## config.mk

```make
export PLATFORM = sky130hd
export DESIGN_NAME = mul16_seq
export DESIGN_NICKNAME = d
export VERILOG_FILES = /design/src/rtl/mul16_seq_pkg.sv /design/src/rtl/mul16_seq_add16.sv /design/src/rtl/mul16_seq.sv
export SDC_FILE = /design/constraint.sdc
export NUM_CORES = 1
export LEC_CHECK = 0
export CORE_MARGIN = 4
export CORE_UTILIZATION = 55
export DETAILED_ROUTE_END_ITERATION = 8
export PLACE_DENSITY = 0.85
export SETUP_SLACK_MARGIN = 0.2
export SLEW_MARGIN = 20
export SYNTH_ARGS = -nofsm -noshare
export SYNTH_HDL_FRONTEND = slang
export SYNTH_SLANG_ARGS = --single-unit
```

## constraint.sdc

```tcl
create_clock -name clock -period 7.9 [get_ports clock]
set_clock_uncertainty 0.2 [all_clocks]
set_input_delay 0.79 -clock clock [delete_from_list [all_inputs] [get_ports clock]]
set_output_delay 0.79 -clock clock [all_outputs]
set_load 0.03 [all_outputs]
```

## src/rtl/mul16_seq_pkg.sv

```systemverilog
// Shared constants and state codes for the sequential 16x16 multiplier.
//   WIDTH      : operand/result width (fixed at 16, the adder is a fixed Add16)
//   CNT_W      : iteration counter width (must hold ITERATIONS)
//   ITERATIONS : number of shift-and-add steps per multiply
package mul16_seq_pkg;

    localparam int unsigned WIDTH      = 16;
    localparam int unsigned CNT_W      = 5;
    localparam int unsigned ITERATIONS = 16;

    typedef enum logic [1:0] {
        MUL_IDLE = 2'd0,
        MUL_BUSY = 2'd1,
        MUL_DONE = 2'd2
    } mul_state_e;

endpackage

```

## src/rtl/mul16_seq_add16.sv

```systemverilog
// 16-bit ripple-carry adder (Add16); carry out of bit 15 is discarded.
//   i_a, i_b : addends
//   o_sum    : (i_a + i_b) mod 2^16
module mul16_seq_add16
    import mul16_seq_pkg::*;
(
    input  logic [WIDTH-1:0] i_a,
    input  logic [WIDTH-1:0] i_b,
    output logic [WIDTH-1:0] o_sum
);

    logic [WIDTH-1:0] w_carry;

    assign w_carry[0] = 1'b0;

    // One full adder per bit; the top carry is never formed.
    for (genvar gi = 0; gi < int'(WIDTH); gi++) begin : g_fa
        assign o_sum[gi] = i_a[gi] ^ i_b[gi] ^ w_carry[gi];
        if (gi < int'(WIDTH) - 1) begin : g_carry
            assign w_carry[gi+1] = (i_a[gi] & i_b[gi]) |
                                   (i_a[gi] & w_carry[gi]) |
                                   (i_b[gi] & w_carry[gi]);
        end
    end

endmodule

```

## src/rtl/mul16_seq.sv

```systemverilog
// Sequential shift-and-add multiplier returning the low 16 bits of a*b.
//   clock : system clock, rising edge
//   reset : synchronous active-high reset
//   start : request a multiply (accepted in IDLE only)
//   a, b  : operands, sampled on the accepting edge
//   out   : registered low 16 bits of the product
//   busy  : high while iterating
//   done  : one-cycle pulse when out has just been updated
module mul16_seq
    import mul16_seq_pkg::*;
(
    input  logic             clock,
    input  logic             reset,
    input  logic             start,
    input  logic [WIDTH-1:0] a,
    input  logic [WIDTH-1:0] b,
    output logic [WIDTH-1:0] out,
    output logic             busy,
    output logic             done
);

    mul_state_e       r_state;
    logic [WIDTH-1:0] r_acc;
    logic [WIDTH-1:0] r_a;
    logic [WIDTH-1:0] r_b;
    logic [CNT_W-1:0] r_count;
    logic [WIDTH-1:0] r_out;
    logic             r_busy;
    logic             r_done;

    logic [WIDTH-1:0] w_sum;
    logic [WIDTH-1:0] w_acc_next;

    mul16_seq_add16 u_add16 (
        .i_a   (r_acc),
        .i_b   (r_a),
        .o_sum (w_sum)
    );

    // Mux16: accumulate only when the current multiplier bit is set.
    assign w_acc_next = r_b[0] ? w_sum : r_acc;

    // Control FSM, iteration counter and operand shift registers.
    always_ff @(posedge clock) begin
        if (reset) begin
            r_state <= MUL_IDLE;
            r_acc   <= '0;
            r_a     <= '0;
            r_b     <= '0;
            r_count <= '0;
            r_out   <= '0;
            r_busy  <= 1'b0;
            r_done  <= 1'b0;
        end else begin
            case (r_state)
                MUL_IDLE: begin
                    r_done <= 1'b0;
                    if (start) begin
                        r_a     <= a;
                        r_b     <= b;
                        r_acc   <= '0;
                        r_count <= '0;
                        r_busy  <= 1'b1;
                        r_state <= MUL_BUSY;
                    end
                end
                MUL_BUSY: begin
                    r_acc   <= w_acc_next;
                    r_a     <= {r_a[WIDTH-2:0], 1'b0};
                    r_b     <= {1'b0, r_b[WIDTH-1:1]};
                    r_count <= r_count + CNT_W'(1);
                    if (r_count == CNT_W'(ITERATIONS - 1)) begin
                        r_out   <= w_acc_next;
                        r_busy  <= 1'b0;
                        r_done  <= 1'b1;
                        r_state <= MUL_DONE;
                    end
                end
                MUL_DONE: begin
                    r_done  <= 1'b0;
                    r_state <= MUL_IDLE;
                end
                default: begin
                    r_busy  <= 1'b0;
                    r_done  <= 1'b0;
                    r_state <= MUL_IDLE;
                end
            endcase
        end
    end

    assign out  = r_out;
    assign busy = r_busy;
    assign done = r_done;

endmodule
```

==> out/metrics.yaml, run 1 <==
layout:
  postLayoutCellArea_um2: 4387
  final_cells: 528
  antennaDiodeCount: 0
  fillers: 536
  finalNetCount: 498
  drive_gt1_share_pct: 8.647
  area_delta_synth_final_pct: 15.71
sta:
  setup-violations-final: 0
  slew-limit-headroom_pct: 28.53
  min_period_ns: 6.703
  fin_worst_hold_slack_ns: 0.2522
  fin_crit_sh_pct: 84.85
  tightest_slew_ns: 1.072
  fmax_mhz: 149.2
  fin_tns_setup_ns: 0
  rsz0062_at_grt: "no"
  slew_viol_final: 0
  hold_viol: 0
synth:
  synth_top_area_cell: "dfxtp_1"
  syn_avg_cell_area_um2: 9.048
  synth_ff_type: "dfxtp_1"
  yosysMostFrequentCell: "dfxtp_1"
  synth-seq-area-share_pct: 38.55
  synthTopCellsByArea: "dfxtp_1, fa_1, nor2_1"
  synthArstFlopShare_pct: 0
  yosys_warnings: 0
  synth_area_um2: 3791
  syn-instance-count: 419
  synth_edf_count: 0
  synth-seq-cells: 73
  syn_nets: 471
  netlist_top_cells_count: "dfxtp_1, nor2_1, a21oi_1"
  ys_types: 51
  yosysTopAreaCellShare_pct: 38.55
grt:
  grt_pass1_vias: 3107
  grt-ovfl-total: 0
  grt_antenna_before_repair: 0
  met3_usage_pct: 5.537
  grt_usage_pct: 20.58
  use_met1_pct: 25.65
  use_met2_pct: 35.13
  grt_pass1_wl_um: 14080
  grt_max_degree: 74
  top_usage_layer: "met2"
power_and_ir_drop:
  clkPwrFrac_pct: 38.7
  peakVddDrop_mv: 0.1246
  powerDensity_nw_per_um2: 193.8
  leakagePower_nw: 1.525
  power_frac_comb_pct: 13.1
  seqPwrFrac_pct: 48.2
  p_int_mw: 0.6358
  p_sw_mw: 0.2142
  switching_share_pct: 25.20
critical_path:
  worstSetupEndpointType: "flip-flop"
  arrival_ns: 6.76
  critical_path_class: "reg2reg"
  required_ns: 7.96
  crit_path_start_kind: "flip-flop"
  critPathMaxFanout: 4
cts:
  cts-resized-gates: 0
  clockRootBuffer: "clkbuf_8"
  cts_sinks: 73
  postCtsSetupBuffers: 0
  numCtsBuffers: 9
  clk_latency_ns: 0.34
  cts_tree: "built"
  clk_path_buf_depth: 2
  ctsHoldBuffers: 0
  clk_pin_slew_ns: 0.08
  h-tree-depth: 3
die:
  die_y_um: 91.03
  die_area_um2: 8286
  io_pins: 53
  coreArea_um2: 6531
  start_util_pct: 58.05
  fp-row-count: 29
  die_x_um: 91.03
route:
  detail_route.vias_per_cell: 5.869
  via_count: 3099
  drt-total-wl_um: 8008
  drtAntennaViolNets: 0
  drtIter0Drc: 173
  firstDrtPassIters: 5
  wl_per_cell_um: 15.17
  drc: 0
placement:
  dp.cells: 512
  hpwl_um: 5296
  finalWeightedCongestion: 0.8218
  io_buffers: 52
  place_area_um2: 4158
job:
  maxCapViolCount: 0
worst_hold_path:
  hold_class: "reg2reg"
run_status:
  run_status: "completed"
==> per-stage QoR <==
step	power (mW)	utilization, %	setup WS (ns)
4_1_cts	0.8544	67.16	1.203
3_5_place_dp	0.5285	63.66	1.250
3_3_place_gp	0.5241	63.64	1.367
6_report	0.8501	67.16	1.197
5_1_grt	0.8876	67.16	0.9486
2_1_floorplan	0.5012	-	1.613
==> layout make-up <==
class | instances | area (µm²) | area share (%)
clock buffer | 11 | 151.4 | 3.451
clock inverter | 5 | 77.57 | 1.768
inverter | 31 | 116.4 | 2.653
multi-input combinational | 277 | 1951 | 44.47
sequential | 73 | 1464 | 33.37
tap | 77 | 96.34 | 2.196
timing repair buffer | 54 | 530.5 | 12.09
==> flip-flops by register name, indices dropped and copies added, names as in the netlist <==
name,flops
r_acc,16
r_a,16
busy,1
done,1
out,16
r_b,16
r_state,2
r_count,5
==> critical path, stage by stage (launching register included) <==
cell and delay [ns]:
dfxtp_1 0.37, ha_1 0.15, inv_1 0.05, fa_1 0.38
fa_1 0.38, inv_1 0.09, fa_1 0.17, inv_1 0.05
fa_1 0.38, fa_1 0.41, fa_1 0.40, fa_1 0.39
fa_1 0.40, fa_1 0.39, fa_1 0.40, fa_1 0.40
fa_1 0.39, fa_1 0.38, inv_1 0.08, fa_1 0.23
xor2_1 0.19, a211oi_1 0.10, nor4_1 0.26
==> power by group through the flow <==
stage                     Sequential [mW]  Clock [mW]  Combinational, mW
after global placement              0.416           0              0.108
after global routing                0.412       0.351              0.125
final                               0.410       0.329              0.111
after detailed placement            0.417           0              0.111
after floorplan                     0.404           0             0.0973
after CTS                           0.409       0.334              0.112
==> final timing paths <==
path                       start              endpoint  slack [ns]  depth (start not counted)
max          r_a[0]$_SDFFE_PP0P_  out[15]$_SDFFE_PP0P_        1.20                         22
min          out[6]$_SDFFE_PP0P_   out[6]$_SDFFE_PP0P_        0.25                          2
max reg2reg  r_a[0]$_SDFFE_PP0P_  out[15]$_SDFFE_PP0P_        1.20                         22
min reg2reg  out[6]$_SDFFE_PP0P_   out[6]$_SDFFE_PP0P_        0.25                          2
==> cells by family after synthesis <==
kind of cell	share of synthesized area (%)
simple gates	15.68
fa+ha+maj	8.383
compound gates	25.25
mux	1.683
xor+xnor	0.4621
flops	38.55
buf+inv	10.00
==> routing by layer <==
layer	part of all wire (%)	wire length (µm)	up-vias
met4	0.92	74	0
met1	44	3548	1475
met5	0	0	-
met2	49	3950	102
met3	5.4	434	8
li1	-	-	1514
==> cell usage in the layout (no fill, tap or decap), types with 12 or more instances in the layout <==
| cell type | n |
|---|---|
| a211oi_1 | 20 |
| a21oi_1 | 32 |
| clkdlybuf4s50_1 | 51 |
| dfxtp_1 | 71 |
| fa_1 | 14 |
| inv_1 | 30 |
| nand2_1 | 31 |
| nand2b_1 | 15 |
| nor2_1 | 46 |
| o211ai_1 | 12 |
| o21ai_0 | 18 |
| o2bb2ai_1 | 17 |
Note: power is estimated with default switching activity, not from simulation.
==> run 2: changes to the inputs <==
==> constraint.sdc (replaced) <==
create_clock -name clock -period 6.2 [get_ports clock]
set_clock_uncertainty 0.2 [all_clocks]
set_input_delay 0.62 -clock clock [delete_from_list [all_inputs] [get_ports clock]]
set_output_delay 0.62 -clock clock [all_outputs]
set_load 0.03 [all_outputs]
==> out/metrics.yaml, run 2 (synthesized netlist as in run 1, its figures left out) <==
run_status:
  run_status: "completed"
power_and_ir_drop:
  p_sw_mw: 0.2735  # +28%
  power_frac_comb_pct: 13.7  # +0.6 points
  peakVddDrop_mv: 0.1805  # +45%
  switching_share_pct: 25.67  # +0.46 points
  clkPwrFrac_pct: 37.3  # -1.4 points
  p_int_mw: 0.7919  # +25%
  leakagePower_nw: 1.521  # -0.29%
  seqPwrFrac_pct: 49.0  # +0.8 points
  powerDensity_nw_per_um2: 240.3  # +24%
route:
  drt-total-wl_um: 8328  # +4.0%
  drtAntennaViolNets: 0  # unchanged
  drtIter0Drc: 219  # +27%
  wl_per_cell_um: 15.71  # +3.6%
  firstDrtPassIters: 4  # -1
  detail_route.vias_per_cell: 5.851  # -0.31%
  via_count: 3101  # +0.065%
  drc: 0  # unchanged
sta:
  slew-limit-headroom_pct: 29.48  # +0.95 points
  fin_tns_setup_ns: 0  # unchanged
  rsz0062_at_grt: "yes"
  fmax_mhz: 163.9  # +9.9%
  tightest_slew_ns: 1.058  # -0.01430 ns
  hold_viol: 0  # unchanged
  fin_crit_sh_pct: 98.40  # +14 points
  layout_setup_ws_ns: 0.09917  # -1.098 ns
  min_period_ns: 6.101  # -0.6022 ns
  slew_viol_final: 0  # unchanged
  setup-violations-final: 0  # unchanged
grt:
  grt_usage_pct: 21.04  # +0.46 points
  grt_max_degree: 74  # unchanged
  grt_antenna_before_repair: 0  # unchanged
  grt-ovfl-total: 0  # unchanged
  grt_pass1_wl_um: 14300  # +1.6%
  grt_pass1_vias: 2992  # -3.7%
placement:
  finalWeightedCongestion: 0.8305  # +1.1%
  place_worst_setup_slack_ns: -0.05335  # -1.303 ns
  hpwl_um: 5418  # +2.3%
  io_buffers: 52  # unchanged
  dp.cells: 513  # +0.20%
cts:
  numCtsBuffers: 9  # unchanged
  h-tree-depth: 3  # unchanged
  clk_pin_slew_ns: 0.07  # about the same
  cts_sinks: 73  # unchanged
  cts_tree: "built"
  clk_path_buf_depth: 2  # unchanged
  clockRootBuffer: "clkbuf_8"
  clk_latency_ns: 0.35  # about the same
layout:
  antennaDiodeCount: 0  # unchanged
  fillers: 522  # -2.6%
  final_common_cell: "dfxtp_1"
  area_delta_synth_final_pct: 16.96
  finalNetCount: 500  # +0.40%
  drive_gt1_share_pct: 13.25  # +4.6 points
  final_cells: 530  # +0.38%
  final_cell_mix: "dfxtp_1, clkdlybuf4s50_1, nor2_1, nand2_1, a21oi_1"
critical_path:
  r2r_setup_slack_ns: 0.1  # -1.10 ns
  r2r-start: "r_acc[0]$_SDFFE_PP0P_"
  crit_path_start_kind: "flip-flop"
  crit_end: "out[14]$_SDFFE_PP0P_"
  arrival_ns: 6.10  # -0.66 ns
  critical_path_class: "reg2reg"
  worstSetupEndpointType: "flip-flop"
  r2r_end: "out[14]$_SDFFE_PP0P_"
  required_ns: 6.19  # -1.77 ns
  critPathMaxFanout: 2  # -2
  cp-startpoint: "r_acc[0]$_SDFFE_PP0P_"
  ff2ff_path_depth: 21  # -4.5%
die:
  die_x_um: 91.03  # unchanged
  coreArea_um2: 6531  # unchanged
  die_area_um2: 8286  # unchanged
  fp-row-count: 29  # unchanged
  start_util_pct: 58.05  # unchanged
  io_pins: 53  # unchanged
  die_y_um: 91.03  # unchanged
job:
  maxCapViolCount: 0  # unchanged
worst_hold_path:
  hold_class: "reg2reg"
run 2: cell type report:
| class | count | area (µm²) | area share (%) |
|---|---|---|---|
| multi-input combinational | 277 | 2006 | 45.23 |
| sequential | 73 | 1466 | 33.07 |
| timing repair buffer | 56 | 545.5 | 12.30 |
| clock buffer | 13 | 138.9 | 3.132 |
| inverter | 31 | 116.4 | 2.624 |
| tap | 77 | 96.34 | 2.173 |
| clock inverter | 3 | 65.06 | 1.467 |
run 2: worst min path at each step:
stage / from / end / slack (ns) / cells after the start
detailed placement: out[12]$_SDFFE_PP0P_ / out[12]$_SDFFE_PP0P_ / 0.24 / 2
global route: out[4]$_SDFFE_PP0P_ / out[4]$_SDFFE_PP0P_ / 0.28 / 2
floorplan: r_count[4]$_SDFFE_PP0P_ / r_count[4]$_SDFFE_PP0P_ / 0.26 / 2
global placement: out[12]$_SDFFE_PP0P_ / out[12]$_SDFFE_PP0P_ / 0.24 / 2
CTS: out[12]$_SDFFE_PP0P_ / out[12]$_SDFFE_PP0P_ / 0.25 / 2
finish: out[12]$_SDFFE_PP0P_ / out[12]$_SDFFE_PP0P_ / 0.25 / 2
run 2: power by group through the flow:
stage          combinational, mW  sequential (mW)  clock (mW)
2_1_floorplan              0.125            0.515           0
3_3_place_gp               0.139            0.530           0
3_5_place_dp               0.143            0.532           0
4_1_cts                    0.145            0.522       0.401
5_1_grt                    0.162            0.526       0.424
6_report                   0.146            0.522       0.398
run 2: critical path: stages (launching register included):
cell,delay (ns)
dfxtp_2,0.35
ha_4,0.13
inv_2,0.03
fa_2,0.33
fa_2,0.35
inv_2,0.06
fa_2,0.18
inv_2,0.04
fa_2,0.34
fa_2,0.36
fa_2,0.34
fa_2,0.35
fa_2,0.35
fa_2,0.35
fa_2,0.35
fa_2,0.35
fa_2,0.35
fa_2,0.35
inv_2,0.07
fa_2,0.44
mux2i_1,0.17
a211oi_1,0.09
run 2: routing by layer:
metal	wire [µm]	global-route usage [%]	share of wire (%)
met5	0	0	0
met4	104	5.905	1.2
met3	431	6.198	5.2
met1	3678	26.95	44
met2	4114	34.64	49
run 2: what timing repair did:
item,4_1_cts,5_1_grt
buffers inserted,1,0
setup endpoints to repair,4,4
pin swaps,2,1
resized for setup,13,2
hold buffers,0,0
hold endpoints to repair,0,0
run 2: through the flow:
step | util, % | area [µm²] | power (mW) | hold slack, ns
finish | 67.89 | 4434 | 1.065 | 0.2523
global route | 67.89 | 4434 | 1.112 | 0.2813
CTS | 67.78 | 4427 | 1.068 | 0.2528
detailed placement | 64.12 | 4188 | 0.6755 | 0.2446
global placement | 64.10 | 4187 | 0.6694 | 0.2373
floorplan | - | 3814 | 0.6396 | 0.2559
